===== config.mk =====
export PLATFORM = sky130hd
export DESIGN_NAME = d5m_video_axis_packer
export DESIGN_NICKNAME = d
export VERILOG_FILES = /design/src/rtl/d5m_video_pkg.sv /design/src/rtl/axis_beat_fifo.sv /design/src/rtl/d5m_video_axis_packer.sv
export SDC_FILE = /design/constraint.sdc
export NUM_CORES = 1
export LEC_CHECK = 0
export CAP_MARGIN = 20
export CORE_ASPECT_RATIO = 2
export CORE_MARGIN = 4
export CORE_UTILIZATION = 55
export CTS_CLUSTER_DIAMETER = 80
export DETAILED_ROUTE_END_ITERATION = 12
export PLACE_DENSITY = 0.73
export SETUP_SLACK_MARGIN = 0.4
export SYNTH_ARGS = -nofsm -noshare
export SYNTH_HDL_FRONTEND = slang
export SYNTH_HIERARCHICAL = 1
export SYNTH_SLANG_ARGS = --single-unit

===== constraint.sdc =====
create_clock -name ACLK -period 7.6 [get_ports ACLK]
set_input_delay 1.14 -clock ACLK [delete_from_list [all_inputs] [get_ports ACLK]]
set_output_delay 1.14 -clock ACLK [all_outputs]
set_load 0.005 [all_outputs]

===== src/rtl/d5m_video_pkg.sv =====
`default_nettype none
// ============================================================================
// Module      : d5m_video_pkg
// Description : Shared types and default constants for the D5M pixel-stream
//               to AXI4-Stream video packer.
// Revision    : 1.0 - initial release
// ============================================================================
package d5m_video_pkg;

    // Default pixel width (8 bits each of R, G, B) and coordinate width
    localparam int c_DATA_W  = 24;
    localparam int c_COORD_W = 12;

    // One AXI4-Stream video beat as stored in the beat FIFO
    typedef struct packed {
        logic [c_DATA_W-1:0] tdata;
        logic                tuser;
        logic                tlast;
    } axis_beat_t;

    // Line/frame tracker states
    typedef enum logic [1:0] {
        IDLE = 2'd0,
        LINE = 2'd1,
        GAP  = 2'd2
    } trk_state_t;

endpackage
`default_nettype wire


===== src/rtl/axis_beat_fifo.sv =====
`default_nettype none
// ============================================================================
// Module      : axis_beat_fifo
// Description : Synchronous FIFO of axis_beat_t with a registered output
//               stage. Total capacity (memory plus output register) is
//               FIFO_DEPTH beats. A push into a full FIFO is accepted when a
//               pop happens in the same cycle.
// Revision    : 1.0 - initial release
// ============================================================================
module axis_beat_fifo
    import d5m_video_pkg::*;
#(
    parameter int FIFO_DEPTH = 16
)
(
    input  logic       ACLK,
    input  logic       ARESETN,
    input  logic       i_push,
    input  axis_beat_t i_beat,
    input  logic       i_ready,
    output axis_beat_t o_beat,
    output logic       o_full,
    output logic       o_empty
);

    localparam int               c_AW        = $clog2(FIFO_DEPTH);
    localparam logic [c_AW:0]    c_DEPTH_CNT = (c_AW+1)'(FIFO_DEPTH);

    axis_beat_t      r_mem [FIFO_DEPTH];
    logic [c_AW-1:0] r_wr_ptr;
    logic [c_AW-1:0] r_rd_ptr;
    logic [c_AW:0]   r_mem_cnt;
    logic            r_out_valid;
    axis_beat_t      r_out_beat;

    logic w_pop;
    logic w_out_free;
    logic w_mem_empty;
    logic w_full;
    logic w_wr_ok;
    logic w_bypass;
    logic w_mem_wr;
    logic w_mem_rd;

    // Occupancy, write acceptance and routing of the incoming beat
    always_comb begin
        w_pop       = r_out_valid & i_ready;
        w_out_free  = ~r_out_valid | w_pop;
        w_mem_empty = (r_mem_cnt == '0);
        w_full      = ((r_mem_cnt + {{c_AW{1'b0}}, r_out_valid}) == c_DEPTH_CNT);
        w_wr_ok     = i_push & (~w_full | w_pop);
        // An empty FIFO loads the output register directly so a beat is
        // visible the cycle after it is pushed.
        w_bypass    = w_wr_ok & w_out_free & w_mem_empty;
        w_mem_wr    = w_wr_ok & ~w_bypass;
        w_mem_rd    = w_out_free & ~w_mem_empty;
    end

    // Storage array write port (no reset needed on the data)
    always_ff @(posedge ACLK) begin
        if (w_mem_wr) begin
            r_mem[r_wr_ptr] <= i_beat;
        end
    end

    // Pointers, count and the registered output stage
    always_ff @(posedge ACLK or negedge ARESETN) begin
        if (!ARESETN) begin
            r_wr_ptr    <= '0;
            r_rd_ptr    <= '0;
            r_mem_cnt   <= '0;
            r_out_valid <= 1'b0;
            r_out_beat  <= '0;
        end else begin
            if (w_mem_wr) begin
                r_wr_ptr <= r_wr_ptr + 1'b1;
            end
            if (w_mem_rd) begin
                r_rd_ptr <= r_rd_ptr + 1'b1;
            end
            case ({w_mem_wr, w_mem_rd})
                2'b10:   r_mem_cnt <= r_mem_cnt + 1'b1;
                2'b01:   r_mem_cnt <= r_mem_cnt - 1'b1;
                default: r_mem_cnt <= r_mem_cnt;
            endcase
            if (w_out_free) begin
                if (!w_mem_empty) begin
                    r_out_valid <= 1'b1;
                    r_out_beat  <= r_mem[r_rd_ptr];
                end else if (w_bypass) begin
                    r_out_valid <= 1'b1;
                    r_out_beat  <= i_beat;
                end else begin
                    r_out_valid <= 1'b0;
                end
            end
        end
    end

    assign o_beat  = r_out_beat;
    assign o_full  = w_full;
    assign o_empty = ~r_out_valid;

endmodule
`default_nettype wire


===== src/rtl/d5m_video_axis_packer.sv =====
`default_nettype none
// ============================================================================
// Module      : d5m_video_axis_packer
// Description : Packs the D5M RGB pixel stream (line/frame valid qualified)
//               into AXI4-Stream video with tuser (start of frame) and
//               tlast (end of line), buffered by a small beat FIFO.
//               Optional build macro D5M_PACKER_COORD_EN adds pixel
//               coordinate counters and the endOfFrame pulse; without it
//               those outputs are tied to 0.
// Revision    : 1.0 - initial release
// ============================================================================
module d5m_video_axis_packer
    import d5m_video_pkg::*;
#(
    parameter int DATA_W     = c_DATA_W,
    parameter int FIFO_DEPTH = 16,
    parameter int COORD_W    = c_COORD_W
)
(
    input  logic               ACLK,
    input  logic               ARESETN,
    input  logic [DATA_W-1:0]  iRgb,
    input  logic               ilvalid,
    input  logic               ifvalid,
    input  logic               rgb_m_axis_tready,
    output logic               rgb_m_axis_tvalid,
    output logic [DATA_W-1:0]  rgb_m_axis_tdata,
    output logic               rgb_m_axis_tuser,
    output logic               rgb_m_axis_tlast,
    output logic [COORD_W-1:0] xCord,
    output logic [COORD_W-1:0] yCord,
    output logic               endOfFrame,
    output logic               overflow
);

    logic       r_acc_d;
    logic       r_fv_d;
    logic       r_fv_known;
    logic       r_sof_pend;
    logic       r_hold_valid;
    axis_beat_t r_hold;
    logic       r_overflow;

    logic       w_acc;
    logic       w_line_end;
    logic       w_fv_rise;
    logic       w_fv_fall;
    logic       w_tuser;
    logic       w_push;
    axis_beat_t w_push_beat;
    axis_beat_t w_fifo_beat;
    logic       w_fifo_full;
    logic       w_fifo_empty;
    logic       w_pop;

    // Accept/edge detection and the beat leaving the hold register
    always_comb begin
        w_acc       = ilvalid & ifvalid;
        w_line_end  = r_acc_d & ~w_acc;
        // Frame edges only count once ifvalid has been seen low since reset,
        // so a frame already in flight at reset release is never a start.
        w_fv_rise   = ifvalid & ~r_fv_d & r_fv_known;
        w_fv_fall   = ~ifvalid & r_fv_d & r_fv_known;
        w_tuser     = r_sof_pend | w_fv_rise;
        w_push      = r_hold_valid & (w_acc | w_line_end | w_fv_fall);
        // The held beat is last-of-line unless another pixel follows now
        w_push_beat = {r_hold.tdata, r_hold.tuser, ~w_acc};
        w_pop       = ~w_fifo_empty & rgb_m_axis_tready;
    end

    // Input history, start-of-frame tracking, hold register, overflow flag
    always_ff @(posedge ACLK or negedge ARESETN) begin
        if (!ARESETN) begin
            r_acc_d      <= 1'b0;
            r_fv_d       <= 1'b0;
            r_fv_known   <= 1'b0;
            r_sof_pend   <= 1'b0;
            r_hold_valid <= 1'b0;
            r_hold       <= '0;
            r_overflow   <= 1'b0;
        end else begin
            r_acc_d <= w_acc;
            r_fv_d  <= ifvalid;
            if (!ifvalid) begin
                r_fv_known <= 1'b1;
            end
            if (w_acc) begin
                r_sof_pend <= 1'b0;
            end else if (w_fv_rise) begin
                r_sof_pend <= 1'b1;
            end else if (w_fv_fall) begin
                r_sof_pend <= 1'b0;
            end
            if (w_acc) begin
                r_hold_valid <= 1'b1;
                r_hold       <= {iRgb, w_tuser, 1'b0};
            end else if (w_push) begin
                r_hold_valid <= 1'b0;
            end
            if (w_push && w_fifo_full && !w_pop) begin
                r_overflow <= 1'b1;
            end
        end
    end

    axis_beat_fifo #(
        .FIFO_DEPTH (FIFO_DEPTH)
    ) u_fifo (
        .ACLK    (ACLK),
        .ARESETN (ARESETN),
        .i_push  (w_push),
        .i_beat  (w_push_beat),
        .i_ready (rgb_m_axis_tready),
        .o_beat  (w_fifo_beat),
        .o_full  (w_fifo_full),
        .o_empty (w_fifo_empty)
    );

    assign rgb_m_axis_tvalid = ~w_fifo_empty;
    assign rgb_m_axis_tdata  = w_fifo_beat.tdata;
    assign rgb_m_axis_tuser  = w_fifo_beat.tuser;
    assign rgb_m_axis_tlast  = w_fifo_beat.tlast;
    assign overflow          = r_overflow;

`ifdef D5M_PACKER_COORD_EN
    trk_state_t         r_state;
    logic [COORD_W-1:0] r_x;
    logic [COORD_W-1:0] r_y;
    logic               r_eof;

    // Tracker FSM with saturating column/row counters and frame-end pulse
    always_ff @(posedge ACLK or negedge ARESETN) begin
        if (!ARESETN) begin
            r_state <= IDLE;
            r_x     <= '0;
            r_y     <= '0;
            r_eof   <= 1'b0;
        end else begin
            r_eof <= w_fv_fall;
            if (w_fv_fall) begin
                r_state <= IDLE;
            end else begin
                case (r_state)
                    IDLE: begin
                        if (w_acc) begin
                            r_state <= LINE;
                            r_x     <= '0;
                            r_y     <= '0;
                        end
                    end
                    LINE: begin
                        if (w_acc) begin
                            r_x <= (&r_x) ? r_x : r_x + 1'b1;
                        end else if (w_line_end) begin
                            r_state <= GAP;
                        end
                    end
                    GAP: begin
                        if (w_acc) begin
                            r_state <= LINE;
                            r_x     <= '0;
                            r_y     <= (&r_y) ? r_y : r_y + 1'b1;
                        end
                    end
                    default: r_state <= IDLE;
                endcase
            end
        end
    end

    assign xCord      = r_x;
    assign yCord      = r_y;
    assign endOfFrame = r_eof;
`else
    assign xCord      = '0;
    assign yCord      = '0;
    assign endOfFrame = 1'b0;
`endif

endmodule
`default_nettype wire


==> impl_metrics.toml <==
[status]
run_status = "completed"

[synth]
ys_top_cells_by_area = "edfxtp_1 64%, dfrtp_1 9.1%, mux4_2 6.7%"
synth-edff-count = 416
synth_ff_type = "edfxtp_1"
synth_cell_types = 48
synth_cells = 1072
synth_top_area_share_pct = 64.18
ys_ff_latch = 487
synth-async-reset-ratio_pct = 14.58
syn_area_per_cell_sq_um = 18.16
netlist_top_cells_count = "416 x edfxtp_1, 115 x mux2i_1, 74 x a21oi_1"
synth_top_area_cell = "edfxtp_1"
yosysSeqAreaShare_pct = 73.30
ys_warn_count = 6
synth_most_common_cell = "edfxtp_1"
syn_area_sq_um = 19460

[drt]
drc = 0
vias = 9837
highest_layer = "met4"
dr_wl_met2_um = 21870
met3_length_um = 1974
wl_um = 40120
drt_iter0_drc = 796
wl_met1_um = 14870
via_per_inst = 6.102
detail_route.wl_per_cell_um = 24.89
first_pass_iters = 5
ant_nets = 0

[global_route]
antenna_found_initial = 0
track_usage_pct = 21.21
grt_pass1_wl_um = 61440
grt_pass1_vias = 10420
gr-total-overflow = 0
grt_max_degree = 63

[timing]
setup_viol = 0
hold_viol_final = 0
rsz0062_at_grt = "no"
max_slew_margin_pct = 28.34
setup_slack_ns = 3.879
finalSetupTns_ns = 0
finalClockSkew_ns = 0.01912
max_freq_ghz = 0.2688
tightest_slew_ns = 1.075
fin_crit_ns = 3.721
maxSlewViolCount = 0
fin_crit_sh_pct = 48.96

[worst_setup_path]
criticalPathCategory = "register to register"
start_kind = "register"
r2r_end = "u_fifo/r_mem_cnt[4]$_DFFE_PN0P_"
critical-path-max-stage-delay_ns = 0.44
critical_path.most_common_cell = "ha_1"
cp_max_fo = 16
crit_slowest_cell = "dfrtp_1"
rrSetupSlack_ns = 3.88
cp.arrival_ns = 4.15
reg2reg_from = "u_fifo/r_mem_cnt[0]$_DFFE_PN0P_"
timing.critical_path.required_ns = 8.03
endpoint_kind = "register"
reg2regPathDepth = 15
path_cells = "ha_1, ha_1, or3b_1, a211o_1, o31a_1, o21a_4, inv_1, ha_1, xor2_1, ha_1, nand3b_1, o21ai_0, a222oi_1, nor2_1, xor2_1"

[cts]
cts_resized = 0
cts_num_sinks = 487
clkSlewWorstSetupHoldPaths_ns = 0.06
postCtsSetupBuffers = 0
ctsHtreeMaxLevel = 2
cts_root_buf = "clkbuf_16"
cts_tree = "done"
hold_buffers = 0
numCtsBuffers = 41
clk_path_buf_depth = 3
clk-insertion-delay-late_ns = 0.54

[layout]
synthToLayoutAreaGrowth_pct = 12.03
seq_area_sq_um = 14280
antenna_cells = 0
multi_input_area_sq_um = 4811
drive_above_1_share_pct = 17.05
nFillCells = 2428
final_net_count = 1173

[placement]
portBuffers = 56
dp_slack_ns = 3.377
post-dp-hpwl_um = 23690
place.gp.congestion = 0.8140

[power_and_ir_drop]
cellPowerDensity_nw_per_um2 = 355.5
p_leak_nw = 7.753
ir_worst_vdd_v = 0.0003003

[die]
std_cell_rows = 97
io_pins = 82
die_w_um = 141.0
dieHeight_um = 274.0
coreArea_sq_um = 34950
dieArea_sq_um = 38650
initial_utilization_pct = 55.69

[run]
drv_cap = 0

[worst_hold_path]
hold_class = "input pin to asynchronous set/reset pin"
## worst max-delay path by stage
stage	slack [ns]	cells after the start	end	from
2_1_floorplan	3.44	5	u_fifo/r_mem[3][0]$_DFFE_PP_	ifvalid
3_3_place_gp	3.51	14	u_fifo/r_mem_cnt[4]$_DFFE_PN0P_	ifvalid
3_5_place_dp	3.38	14	u_fifo/r_mem_cnt[4]$_DFFE_PN0P_	ifvalid
4_1_cts	3.89	15	u_fifo/r_mem_cnt[4]$_DFFE_PN0P_	u_fifo/r_mem_cnt[0]$_DFFE_PN0P_
5_1_grt	3.66	14	u_fifo/r_mem_cnt[4]$_DFFE_PN0P_	ifvalid
6_report	3.88	15	u_fifo/r_mem_cnt[4]$_DFFE_PN0P_	u_fifo/r_mem_cnt[0]$_DFFE_PN0P_
## per-layer routing
layer / vias to the layer above / global-route usage, %
met5: - / 0
met4: 0 / 8.167
met3: 79 / 2.688
met2: 304 / 38.24
met1: 5143 / 25.96
li1: 4311 / -
## cell usage in the layout (no fill, tap or decap), types with 5 or more instances in the layout
master           instances
and3_2                   5
clkdlybuf4s50_1         55
dfrtp_1                 67
edfxtp_1               416
inv_1                    9
nor2_1                  33
mux4_2                  58
buf_4                   25
ha_1                    10
clkinv_2                 8
xnor2_1                  6
o21ai_0                  5
clkbuf_8                11
a211o_1                 24
and3_1                   9
nand2_1                 17
xor2_1                   6
conb_1                  25
and2_1                   5
mux2_2                  10
clkbuf_16               43
a22oi_1                 52
mux2i_1                115
nor2b_1                  5
mux2_4                  17
a21oi_1                 74
clkbuf_1                 9
## through the flow
stage | hold WS [ns] | utilization (%) | instances | area, sq um | power (mW)
floorplan | 0.4552 | - | 1096 | 19560 | 4.966
global placement | 0.4662 | 58.42 | 1536 | 20420 | 5.657
detailed placement | 0.4577 | 58.42 | 1536 | 20420 | 5.698
CTS | 0.4422 | 62.39 | 1612 | 21810 | 7.815
global route | 0.4585 | 62.39 | 1612 | 21810 | 8.099
finish | 0.4617 | 62.39 | 1612 | 21810 | 7.751
## registers in the layout, summed over array words and instances, names as in the netlist
| signal | flops |
|---|---|
| r_acc_d | 1 |
| overflow | 1 |
| r_fv_known | 1 |
| u_fifo/o_beat | 26 |
| u_fifo/r_mem | 416 |
| r_fv_d | 1 |
| u_fifo/r_wr_ptr | 4 |
| r_sof_pend | 1 |
| u_fifo/r_out_valid | 1 |
| u_fifo/r_mem_cnt | 5 |
| u_fifo/r_rd_ptr | 4 |
| r_hold | 25 |
| r_hold_valid | 1 |
## final cells by class
| class | instances | area share (%) |
|---|---|---|
| sequential | 487 | 65.48 |
| tap | 445 | 2.553 |
| clock buffer | 63 | 5.784 |
| clock inverter | 13 | 0.5795 |
| multi-input combinational | 515 | 22.06 |
| timing repair buffer | 80 | 3.385 |
| inverter | 9 | 0.1549 |
## where the power goes
group / internal, mW / total, mW / switching [mW]
Clock: 1.22 / 2.12 / 0.905
Combinational: 1.01 / 2.10 / 1.08
Sequential: 3.21 / 3.53 / 0.322
Total: 5.44 / 7.75 / 2.31
## critical path: cells and delay by family (launching register included)
family | cells | cell delay [ns]
AOI/OAI and AO/OA | 5 | 1.28
adders and majority gates | 4 | 0.98
and+or+nand+nor | 3 | 0.53
DFF | 1 | 0.44
xor gates and xnor gates | 2 | 0.25
buffers and inverters | 1 | 0.11
## cells by family (layout without fill, tap and decap cells)
group                    after synthesis  in the layout  synth area share, %
flip-flops                           487            487                73.30
buffers and inverters                 94            165                2.578
other                                  1             25              0.01927
multiplexers                         200            200                14.51
adder cells (fa/ha/maj)               10             10               0.6428
XOR/XNOR                              13             13               0.6235
AND/OR/NAND/NOR                       97             97                2.539
AO/OA/AOI/OAI                        170            170                5.779
Power figures use the tool's default switching activity.
